## src/rtl/mnemonic_decoder_if.sv

```systemverilog
// Link-side signal bundle for mnemonic_decoder: the sample strobe, the serial bit,
// and the lock/identification results flowing back to the consumer.
interface mnemonic_decoder_if;
  logic        bit_en;
  logic        seq_in;
  logic [1:0]  pattern_id;
  logic        locked;
  logic        id_valid;
  logic        lost;
  logic [15:0] err_count;

  modport master (
    output bit_en, seq_in,
    input  pattern_id, locked, id_valid, lost, err_count
  );

  modport slave (
    input  bit_en, seq_in,
    output pattern_id, locked, id_valid, lost, err_count
  );
endinterface

```

## src/rtl/mnemonic_decoder.sv

```systemverilog
// Serial-link receiver: identifies which of four stored frames repeats in seq_in and
// tracks its frame phase. Optional feature macro: MNEMONIC_DECODER_ERR_COUNT_EN.
module mnemonic_decoder #(
  parameter int               PAT_W      = 8,
  parameter logic [PAT_W-1:0] PAT0       = 8'hB2,
  parameter logic [PAT_W-1:0] PAT1       = 8'h5C,
  parameter logic [PAT_W-1:0] PAT2       = 8'hE1,
  parameter logic [PAT_W-1:0] PAT3       = 8'h3A,
  parameter int               LOCK_COUNT = 2,
  parameter int               MISS_LIMIT = 2
) (
  input  logic               clk,
  input  logic               reset,
  mnemonic_decoder_if.slave  bus
);

  localparam int FILL_W = $clog2(PAT_W + 1);
  localparam int POS_W  = (PAT_W > 2) ? $clog2(PAT_W) : 1;
  localparam int HIT_W  = $clog2(LOCK_COUNT + 1);
  localparam int MISS_W = $clog2(MISS_LIMIT + 1);

  localparam logic [FILL_W-1:0] FILL_FULL = FILL_W'(PAT_W);
  localparam logic [POS_W-1:0]  POS_LAST  = POS_W'(PAT_W - 1);
  localparam logic [HIT_W-1:0]  HIT_LOCK  = HIT_W'(LOCK_COUNT);
  localparam logic [MISS_W-1:0] MISS_DROP = MISS_W'(MISS_LIMIT);

  typedef enum logic [1:0] {
    SEARCH  = 2'd0,
    CONFIRM = 2'd1,
    LOCKED  = 2'd2
  } state_t;

  state_t              state_q, state_d;
  logic [PAT_W-1:0]    sr_q, sr_d, sr_next;
  logic [FILL_W-1:0]   fill_q, fill_d, fill_next;
  logic [POS_W-1:0]    pos_q, pos_d, pos_inc;
  logic [1:0]          cand_q, cand_d;
  logic [1:0]          pid_q, pid_d;
  logic [HIT_W-1:0]    hits_q, hits_d, hits_inc;
  logic [MISS_W-1:0]   miss_q, miss_d, miss_inc;
  logic                locked_q, locked_d;
  logic                idv_q, idv_d;
  logic                lost_q, lost_d;
  logic                err_inc;
  logic                full;
  logic                boundary;
  logic [3:0]          match;

  // Lowest index wins when more than one stored frame matches the window.
  function automatic logic [1:0] first_idx(input logic [3:0] m);
    if (m[0])      return 2'd0;
    else if (m[1]) return 2'd1;
    else if (m[2]) return 2'd2;
    return 2'd3;
  endfunction

  always_comb begin
    sr_next   = {sr_q[PAT_W-2:0], bus.seq_in};
    fill_next = (fill_q == FILL_FULL) ? fill_q : fill_q + FILL_W'(1);
    full      = (fill_next == FILL_FULL);
    match     = '0;
    if (full) begin
      match = {sr_next == PAT3, sr_next == PAT2, sr_next == PAT1, sr_next == PAT0};
    end
    boundary  = (pos_q == POS_LAST);
    pos_inc   = boundary ? '0 : pos_q + POS_W'(1);
    hits_inc  = hits_q + HIT_W'(1);
    miss_inc  = miss_q + MISS_W'(1);
  end

  always_comb begin
    state_d  = state_q;
    sr_d     = sr_q;
    fill_d   = fill_q;
    pos_d    = pos_q;
    cand_d   = cand_q;
    pid_d    = pid_q;
    hits_d   = hits_q;
    miss_d   = miss_q;
    locked_d = locked_q;
    idv_d    = 1'b0;
    lost_d   = 1'b0;
    err_inc  = 1'b0;

    if (bus.bit_en) begin
      sr_d   = sr_next;
      fill_d = fill_next;
      unique case (state_q)
        SEARCH: begin
          if (|match) begin
            cand_d = first_idx(match);
            hits_d = HIT_W'(1);
            pos_d  = '0;
            if (LOCK_COUNT == 1) begin
              state_d  = LOCKED;
              pid_d    = first_idx(match);
              locked_d = 1'b1;
              idv_d    = 1'b1;
              miss_d   = '0;
            end else begin
              state_d = CONFIRM;
            end
          end
        end

        CONFIRM: begin
          pos_d = pos_inc;
          // A failed boundary drops to SEARCH; this same bit is not re-examined.
          if (boundary) begin
            if (match[cand_q]) begin
              hits_d = hits_inc;
              if (hits_inc == HIT_LOCK) begin
                state_d  = LOCKED;
                pid_d    = cand_q;
                locked_d = 1'b1;
                idv_d    = 1'b1;
                miss_d   = '0;
              end
            end else begin
              state_d = SEARCH;
            end
          end
        end

        LOCKED: begin
          pos_d = pos_inc;
          if (boundary) begin
            if (match[pid_q]) begin
              miss_d = '0;
            end else begin
              err_inc = 1'b1;
              miss_d  = miss_inc;
              if (miss_inc == MISS_DROP) begin
                state_d  = SEARCH;
                locked_d = 1'b0;
                lost_d   = 1'b1;
                hits_d   = '0;
                miss_d   = '0;
              end
            end
          end
        end

        default: begin
          state_d  = SEARCH;
          locked_d = 1'b0;
        end
      endcase
    end
  end

  always_ff @(posedge clk or posedge reset) begin
    if (reset) begin
      state_q  <= SEARCH;
      sr_q     <= '0;
      fill_q   <= '0;
      pos_q    <= '0;
      cand_q   <= '0;
      pid_q    <= '0;
      hits_q   <= '0;
      miss_q   <= '0;
      locked_q <= 1'b0;
      idv_q    <= 1'b0;
      lost_q   <= 1'b0;
    end else begin
      state_q  <= state_d;
      sr_q     <= sr_d;
      fill_q   <= fill_d;
      pos_q    <= pos_d;
      cand_q   <= cand_d;
      pid_q    <= pid_d;
      hits_q   <= hits_d;
      miss_q   <= miss_d;
      locked_q <= locked_d;
      idv_q    <= idv_d;
      lost_q   <= lost_d;
    end
  end

  assign bus.pattern_id = pid_q;
  assign bus.locked     = locked_q;
  assign bus.id_valid   = idv_q;
  assign bus.lost       = lost_q;

`ifdef MNEMONIC_DECODER_ERR_COUNT_EN
  logic [15:0] err_q;

  function automatic logic [15:0] sat_inc16(input logic [15:0] v);
    return (v == 16'hFFFF) ? v : v + 16'd1;
  endfunction

  // Survives loss of lock; only reset clears the mismatch history.
  always_ff @(posedge clk or posedge reset) begin
    if (reset) begin
      err_q <= '0;
    end else if (err_inc) begin
      err_q <= sat_inc16(err_q);
    end
  end

  assign bus.err_count = err_q;
`else
  logic unused_err_inc;
  assign unused_err_inc = err_inc;
  assign bus.err_count  = 16'h0000;
`endif

endmodule

```

## src/flat_wrapper.sv

```systemverilog
// flat-port wrapper written by rule: the top's interface ports become plain ports
module mnemonic_decoder_flat 
#(
  parameter int               PAT_W      = 8,
  parameter logic [PAT_W-1:0] PAT0       = 8'hB2,
  parameter logic [PAT_W-1:0] PAT1       = 8'h5C,
  parameter logic [PAT_W-1:0] PAT2       = 8'hE1,
  parameter logic [PAT_W-1:0] PAT3       = 8'h3A,
  parameter int               LOCK_COUNT = 2,
  parameter int               MISS_LIMIT = 2
)
  (clk, reset, bus_bit_en, bus_seq_in, bus_pattern_id, bus_locked, bus_id_valid, bus_lost, bus_err_count);
  mnemonic_decoder_if bus_i ();
  input  logic clk;
  input  logic reset;
  input wire logic [$bits(bus_i.bit_en)-1:0] bus_bit_en;
  input wire logic [$bits(bus_i.seq_in)-1:0] bus_seq_in;
  output wire logic [$bits(bus_i.pattern_id)-1:0] bus_pattern_id;
  output wire logic [$bits(bus_i.locked)-1:0] bus_locked;
  output wire logic [$bits(bus_i.id_valid)-1:0] bus_id_valid;
  output wire logic [$bits(bus_i.lost)-1:0] bus_lost;
  output wire logic [$bits(bus_i.err_count)-1:0] bus_err_count;
  assign bus_i.bit_en = bus_bit_en;
  assign bus_i.seq_in = bus_seq_in;
  assign bus_pattern_id = bus_i.pattern_id;
  assign bus_locked = bus_i.locked;
  assign bus_id_valid = bus_i.id_valid;
  assign bus_lost = bus_i.lost;
  assign bus_err_count = bus_i.err_count;
  mnemonic_decoder #(.PAT_W(PAT_W), .PAT0(PAT0), .PAT1(PAT1), .PAT2(PAT2), .PAT3(PAT3), .LOCK_COUNT(LOCK_COUNT), .MISS_LIMIT(MISS_LIMIT)) u_core (.clk(clk), .reset(reset), .bus(bus_i));
endmodule
```

## config.mk

```make
export PLATFORM = sky130hd
export DESIGN_NAME = mnemonic_decoder_flat
export DESIGN_NICKNAME = d
export VERILOG_FILES = /design/src/rtl/mnemonic_decoder_if.sv /design/src/rtl/mnemonic_decoder.sv /design/src/flat_wrapper.sv
export SDC_FILE = /design/constraint.sdc
export NUM_CORES = 1
export LEC_CHECK = 0
export CORE_MARGIN = 4
export CORE_UTILIZATION = 50
export CTS_CLUSTER_DIAMETER = 30
export DETAILED_ROUTE_END_ITERATION = 16
export PLACE_DENSITY = 0.81
export SETUP_SLACK_MARGIN = 0.05
export SLEW_MARGIN = 20
export SYNTH_ARGS = -nofsm -noshare
export SYNTH_HDL_FRONTEND = slang
export SYNTH_SLANG_ARGS = --single-unit
```

## constraint.sdc

```tcl
create_clock -name clk -period 3.8 [get_ports clk]
set_input_delay 1.14 -clock clk [delete_from_list [all_inputs] [get_ports clk]]
set_output_delay 1.14 -clock clk [all_outputs]
set_load 0.005 [all_outputs]
```

# Word-level counts from Yosys, hierarchy flattened
# Cells that the tools add are included.
# Widths: inputs -> output; s select.
# totals
register_bits	27
latchBits	0
ram_bits	0
romBits	0
inputBits	4
out_inout_bits	21
elab_cells	104
mem_count	0
# classes
addsub	4
mul	0
n_div	0
n_lt_le_gt_ge	2
eq_ne	19
n_shift	0
n_mux	54
bitwise_logic	1
reduce_logical	13
# op_table
cell	count
$mux 2	19
$mux 1	24
$eq 8x8->1 const B	2
$reduce_and 8->1	2
$ne 2x1->1 const B	6
$pmux 2 s3	2
$eq 4x4->1 const B	2
$eq 8x6->1 const B	1
$eq 8x7->1 const B	1
$mux 4	2
$reduce_and 7->1	1
$eq 2x2->1 const B	3
$lt 2x3->1 const B	2
$mux 3	2
$pmux 3 s2	1
$reduce_and 3->1	2
$reduce_and 6->1	1
$reduce_and 5->1	1
$add 2x1->2 const B	2
$add 4x1->4 const B	1
$bmux 1 s2	2
$pmux 2 s2	1
$reduce_bool 2->1	2
$reduce_or 4->1	1
10 further kinds	10

# Depth between registers and ports, before layout
# depth
word_depth	11
ltp_mapped	9

# Least setup slack after synthesis
# No wires, ideal clock.
# synth_timing
path_type	input to register
start	input port bus_seq_in
end	register u_core.state_q[0]
setup_time_ns	0.127
arrival_time_ns	2.610
setup_slack_ns	1.062
cell_stages	8
path_cell_list	and4bb_1 > buf_6 > mux2i_1 > nor3_1 > o311a_1 > a211oi_4 > o21ai_2 > mux2_1
# synth_between
elab_chain_cells	7
elab_cells_between_ends	17
# synth_lines
item	line	source
from (decl)	flat_wrapper.sv:17	input wire logic [$bits(bus_i.seq_in)-1:0] bus_seq_in;
$eq 8x8->1, or another cell as far along	mnemonic_decoder.sv:63	match = {sr_next == PAT3, sr_next == PAT2, sr_next == PAT1, sr_next == PAT0};
$mux 4 *	mnemonic_decoder.sv:62	if (full) begin
$bmux 1 s2	mnemonic_decoder.sv:110	if (match[cand_q]) begin
$mux 1 (implied by the code)	mnemonic_decoder.sv:110	
$mux 2	mnemonic_decoder.sv:110	
$mux 2	mnemonic_decoder.sv:109	if (boundary) begin
$pmux 2 s3	mnemonic_decoder.sv:88	unique case (state_q)
to (signal assigned)	mnemonic_decoder.sv:166	state_q <= state_d;
to (decl)	mnemonic_decoder.sv:33	state_t state_q, state_d;
# Mark *: on every way between the ends. The rest lies on a longest branch, timed or not. The select of a mux whose other input is x is not followed.
# A chain may end at the register's enable or synchronous reset.

# Final worst setup path
# Ends and elaborated chain as after synthesis.

==> results.json <==
{
  "grt_antenna_before_repair": 0,
  "synth_compound_area_share_pct": 15.1,
  "synth_edf_count": 0,
  "crit_family": "compound AO/OA/AOI/OAI gates",
  "period_minus_slack_ps": 3030,
  "cts_max_path_buffers": 2,
  "antenna_left": 0,
  "p_switching_mw": 0.383,
  "insertion_delay_ps": 320,
  "cts_root_buf": "clkbuf_4",
  "critPathKind": "in -> reg",
  "synth_top_family_by_area": "simple AND/OR/NAND/NOR gates",
  "dpl.hpwl_mm": 2.36,
  "setup_viol": 0,
  "synth-adder-area-share_pct": 6.71,
  "clkTransAtPathRegs_ps": 140,
  "ys_seq_area_share_pct": 40.3,
  "power.leakage_nw": 0.763,
  "die_h_um": 65.9,
  "port_buffers": 8,
  "synth_xor_area_share_pct": 1.57,
  "worst_pin_slew_ps": 545,
  "cts.htree.levels": 1,
  "p_seq_share_pct": 45.2,
  "place_congestion": 0.846,
  "status": "finished, final reports clean",
  "nets": 187,
  "cts_resized": 0,
  "yosysWarnings": 0,
  "internal_power_mw": 0.581,
  "crit_chain": "clkdlybuf4s50_1 > and4bb_1 > mux2i_1 > nor3_1 > o311a_1 > a211oi_4 > o21ai_2 > mux2_1",
  "cts_buffers": 3,
  "area_growth_pct": 5.22,
  "async_reset_ff_share_pct": 100,
  "die_w_um": 65.9,
  "drc": 0,
  "slew_viol_final": 0,
  "slew-limit-headroom_pct": 63.6,
  "end_kind": "flop",
  "timing.setup.tns_ps": 0,
  "critPathMaxStageDelay_ps": 500,
  "rows": 20,
  "avgSynthCellArea_sq_um": 10.2,
  "wl_per_cell_um": 13.7,
  "muxShareOfSynthArea_pct": 8.50,
  "worstHoldPathType": "reg -> reg",
  "fin_worst_skew_ps": 2.39,
  "cts_hold_buf": 0,
  "grt_pass1_vias": 1162,
  "ios": 25,
  "finalPower_mw": 0.963,
  "postSynthCellCount": 164,
  "cpMaxStageDelayCell": "clkdlybuf4s50_1",
  "fmax_mhz": 330,
  "cp.arrival_ps": 3250,
  "drt_wl_total_mm": 2.97,
  "syn-cell-area_sq_mm": 0.00168,
  "finalCoreUtilization_pct": 56.4,
  "insertedDiodeCount": 0,
  "grt_max_degree": 28,
  "clkPwrFrac_pct": 12.6,
  "fp.coreArea_sq_mm": 0.00313,
  "yosys.area_share.simple_pct": 16.7,
  "period_share_pct": 79.7,
  "synth-main-ff-cell": "dfrtp_1",
  "grt_pass1_wl_mm": 5.17,
  "path_max_fanout": 8,
  "drive_above_1_share_pct": 12.7,
  "clock_sinks": 27,
  "grt_overflow": 0,
  "rsz0062_at_grt": "no",
  "cp.required_ps": 4020,
  "worst_setup_path_start_kind": "input port",
  "start_util_pct": 53.6,
  "cap_violations": 0,
  "grt.total_usage_pct": 15.1,
  "ys_types": 45,
  "vias_per_cell": 5.57,
  "ys_ff_latch": 27,
  "post-cts-setup-buffer-count": 0,
  "dr.pass1.iters": 6,
  "vias": 1208,
  "dieArea_sq_mm": 0.00435,
  "powerDensity_mw_per_mm2": 546,
  "power_switching_share_pct": 39.7,
  "cts_tree": "done",
  "vdd_drop_max_v": 0.000300,
  "combinationalPowerShare_pct": 42.2,
  "finalHoldViolCount": 0,
  "critPathBufInv": 1,
  "drtIter0Drc": 48
}
[layout make-up]
cell class	instances	area (sq um)
fillers	290	1360
multi-input cells	121	875
flip-flops and latches	27	676
repair buffers	9	87.6
well taps	44	55.1
inverters	12	45.0
clock buffers	3	22.5
clock inverters	1	5.00
[per-stage QoR]
step / instances / setup slack [ps] / hold WS (ps) / cell area, sq um
3_5_place_dp: 213 / 421 / 474 / 1740
2_1_floorplan: 179 / 1060 / 429 / 1730
4_1_cts: 217 / 774 / 496 / 1770
3_3_place_gp: 213 / 531 / 454 / 1740
5_1_grt: 217 / 631 / 511 / 1770
6_report: 217 / 771 / 485 / 1770
[cells in the mapped netlist, drive strengths merged (3+ instances only)]
cell | count | share of area [%]
nand3 | 4 | 1.2
nor2b | 4 | 1.5
nand2b | 3 | 1.1
inv | 12 | 2.7
a21oi | 8 | 2.4
a22o | 4 | 2.1
mux2i | 3 | 1.8
nor3 | 5 | 1.5
ha | 9 | 6.7
nor2 | 5 | 1.3
buf | 17 | 7.8
mux2 | 10 | 6.7
a211oi | 4 | 3.3
nor3b | 3 | 1.3
nand2 | 13 | 2.9
dfrtp | 27 | 40
o21ai | 6 | 2.2
[cell usage in the layout, fill, tap and decap left out, drive strengths merged, types with 5 or more instances in the layout]
cell,count
a21oi,8
clkdlybuf4s50,8
conb,16
dfrtp,27
ha,9
inv,12
mux2,10
nand2,13
nor2,5
nor3,5
o21ai,6
[power by group through the flow]
| stage | clock (mW) | sequential [mW] | combinational, mW |
|---|---|---|---|
| final | 0.121 | 0.436 | 0.407 |
| after global routing | 0.140 | 0.447 | 0.462 |
| after CTS | 0.126 | 0.435 | 0.408 |
| after detailed placement | 0 | 0.440 | 0.407 |
| after global placement | 0 | 0.431 | 0.385 |
| after floorplan | 0 | 0.418 | 0.352 |
[layer usage]
metal	global-route usage [%]	up-vias	wire [um]
met5	0	-	0
met4	4.31	0	40
met3	2.55	7	111
met2	27.5	34	1650
met1	18.2	599	1170
li1	-	568	-
[flip-flops by register name (all words and copies together), names as in the netlist]
name                   flops
u_core.bus.id_valid        1
u_core.bus.locked          1
u_core.bus.lost            1
u_core.bus.pattern_id      2
u_core.cand_q              2
u_core.fill_q              4
u_core.hits_q              2
u_core.miss_q              2
u_core.pos_q               3
u_core.sr_q                7
u_core.state_q             2
[worst register-to-register path, cell delays in order, from the launching register on]
cell and delay [ps]:
dfrtp_1 430, inv_1 110, ha_1 250, nor4b_2 260, a311oi_1 110, a211oi_4 330, o31a_1 300, nand3_1 140
nor2_2 180, mux2_2 360
[worst paths after layout]
| check | startpoint | endpoint | slack (ps) | depth (start not counted) |
|---|---|---|---|---|
| worst min-delay path | u_core.miss_q[1] | u_core.bus.lost | 480 | 1 |
| worst max register to register | u_core.fill_q[0] | u_core.bus.pattern_id[0] | 1230 | 9 |
| min in group asynchronous | reset | u_core.pos_q[1] | 1170 | 2 |
| max in group asynchronous | reset | u_core.sr_q[1] | 2270 | 2 |
| worst max-delay path | bus_seq_in | u_core.state_q[0] | 770 | 8 |
| worst min register to register | u_core.miss_q[1] | u_core.bus.lost | 480 | 1 |
[cells by family after synthesis]
logic type,Yosys count
adder cells (fa/ha/maj),9
AND/OR/NAND/NOR,48
buffers and inverters,31
flip-flops,27
AO/OA/AOI/OAI,32
XOR/XNOR,3
multiplexers,13
other,1
(Power assumes the default switching activity.)
==> patch (config.mk and constraints unchanged) <==
Encoding of `state_t`: now one-hot (3 bits for 3 states).
--- a/src/rtl/mnemonic_decoder.sv
+++ b/src/rtl/mnemonic_decoder.sv
@@ -24,10 +24,10 @@
   localparam logic [HIT_W-1:0]  HIT_LOCK  = HIT_W'(LOCK_COUNT);
   localparam logic [MISS_W-1:0] MISS_DROP = MISS_W'(MISS_LIMIT);
 
-  typedef enum logic [1:0] {
-    SEARCH  = 2'd0,
-    CONFIRM = 2'd1,
-    LOCKED  = 2'd2
+  typedef enum logic [2:0] {
+    SEARCH  = 3'b001,
+    CONFIRM = 3'b010,
+    LOCKED  = 3'b100
   } state_t;
 
   state_t              state_q, state_d;
Check against the original RTL: same outputs for any inputs over 10 cycles, from zero or initial values and one cycle with reset high; not proved beyond that.
==> patch against the unedited design <==
  * Hold slack gained 13 ps
  * Wire length up 3.3%
  * Area after synthesis is 4.3% higher
  * Synthesized cell count grew 6.1%
  * Total power down 0.34%
  * Worst setup slack worse by 33 ps
  * Critical path depth is 1 lower
  * Die area rose by 3.7%
  * Count of clock-buffer cells in the layout up 1
  * Sequential cell count increased by 1
  * Design area is 5.5% higher
  * Via count is 4.6% higher
==> patch: results (changes against the unedited design) <==
[cells_and_area]
inv_count = 9  ; was 12
clock_area_share_pct = 1.949  ; was 1.559%
multi_input_gates = 133  ; was 121
num-nonclk-buffers = 10  ; was 9
drive_gt1_share_pct = 16.85  ; was 12.72%
final_cell_count_no_fill = 230  ; was 217
multiInputGateArea_um2 = 937.1  ; was 874.6 um2
nClkBuffers = 4  ; was 3
nets = 194  ; was 187
buf_share_pct = 5.108  ; was 4.961%

[synthesis]
synth_mux_area_share_pct = 9.156  ; was 8.501%
synth-compound-area-share_pct = 15.24  ; was 15.06%
synthXorXnorAreaFrac_pct = 1.502  ; was 1.566%
seq_area_frac_synth_pct = 40.13  ; was 40.27%

[worst_setup_path]
cp_max_fo = 4  ; was 8
r2r_setup_slack_ps = 1320  ; was 1230 ps
crit_arrival_ps = 3280  ; was 3250 ps

[global_routing]
grt_pass1_wl_um = 5382  ; was 5168 um

[drt]
routedWlPerCell_um = 13.33  ; was 13.68 um
dr.first_iter.drc_count = 45  ; was 48
first_pass_iters = 4  ; was 6

[place]
gp_congestion = 0.8084  ; was 0.8461

[clocking]
cts_sinks = 28  ; was 27

[hold_path]
hold_depth = 2  ; was 1

[status]
status = finished clean  ; unchanged

[timing]
worst_pin_slew_ps = 675.8  ; was 545.1 ps

## patch: cell count changes after synthesis, moves of 3 or more
cell,delta
nor2_1,+5
nor3b_1,-3
ha_1,-4
and4bb_2,+5
a22o_1,-4
nor2b_1,-3
inv_1,-3
o31ai_1,+3
## patch: power by group
group	internal [W]	switching, W
logic	0.000156	0.000188
clock network	0.0000586	0.0000848
registers	0.000383	0.0000900
## patch: worst max-delay path, stage by stage
cell and delay, ps:
clkdlybuf4s50_1 450, and4bb_2 370, o21ai_2 90, a211o_1 310, a21o_1 220, or3_4 400
mux2_4 300
## patch: kinds of logic after synthesis
logic type | Yosys count
AO/OA/AOI/OAI | 37
XOR/XNOR | 3
adder cells (fa/ha/maj) | 5
buffers and inverters | 28
flip-flops | 28
multiplexers | 14
other | 1
AND/OR/NAND/NOR | 58
## patch: metrics by stage
step / util [%] / power [W] / area (um2) / setup slack [ps] / hold WS, ps
2_1_floorplan: - / 0.0007512 / 1805 / 981.6 / 441.8
3_3_place_gp: 54.28 / 0.0008066 / 1826 / 458.1 / 458.7
3_5_place_dp: 54.28 / 0.0008203 / 1826 / 407.3 / 470.3
4_1_cts: 55.36 / 0.0009630 / 1862 / 756.5 / 504.3
5_1_grt: 55.36 / 0.001040 / 1862 / 689.7 / 528.2
6_report: 55.36 / 0.0009600 / 1862 / 738.4 / 498.2
## patch: routing by layer
| metal | up-vias | track usage, % | share of wire (%) |
|---|---|---|---|
| met5 | - | 0 | 0 |
| met4 | 0 | 6.582 | 1.8 |
| met3 | 6 | 2.163 | 4.1 |
| met2 | 37 | 23.56 | 45 |
| met1 | 601 | 21.86 | 49 |
| li1 | 619 | - | - |
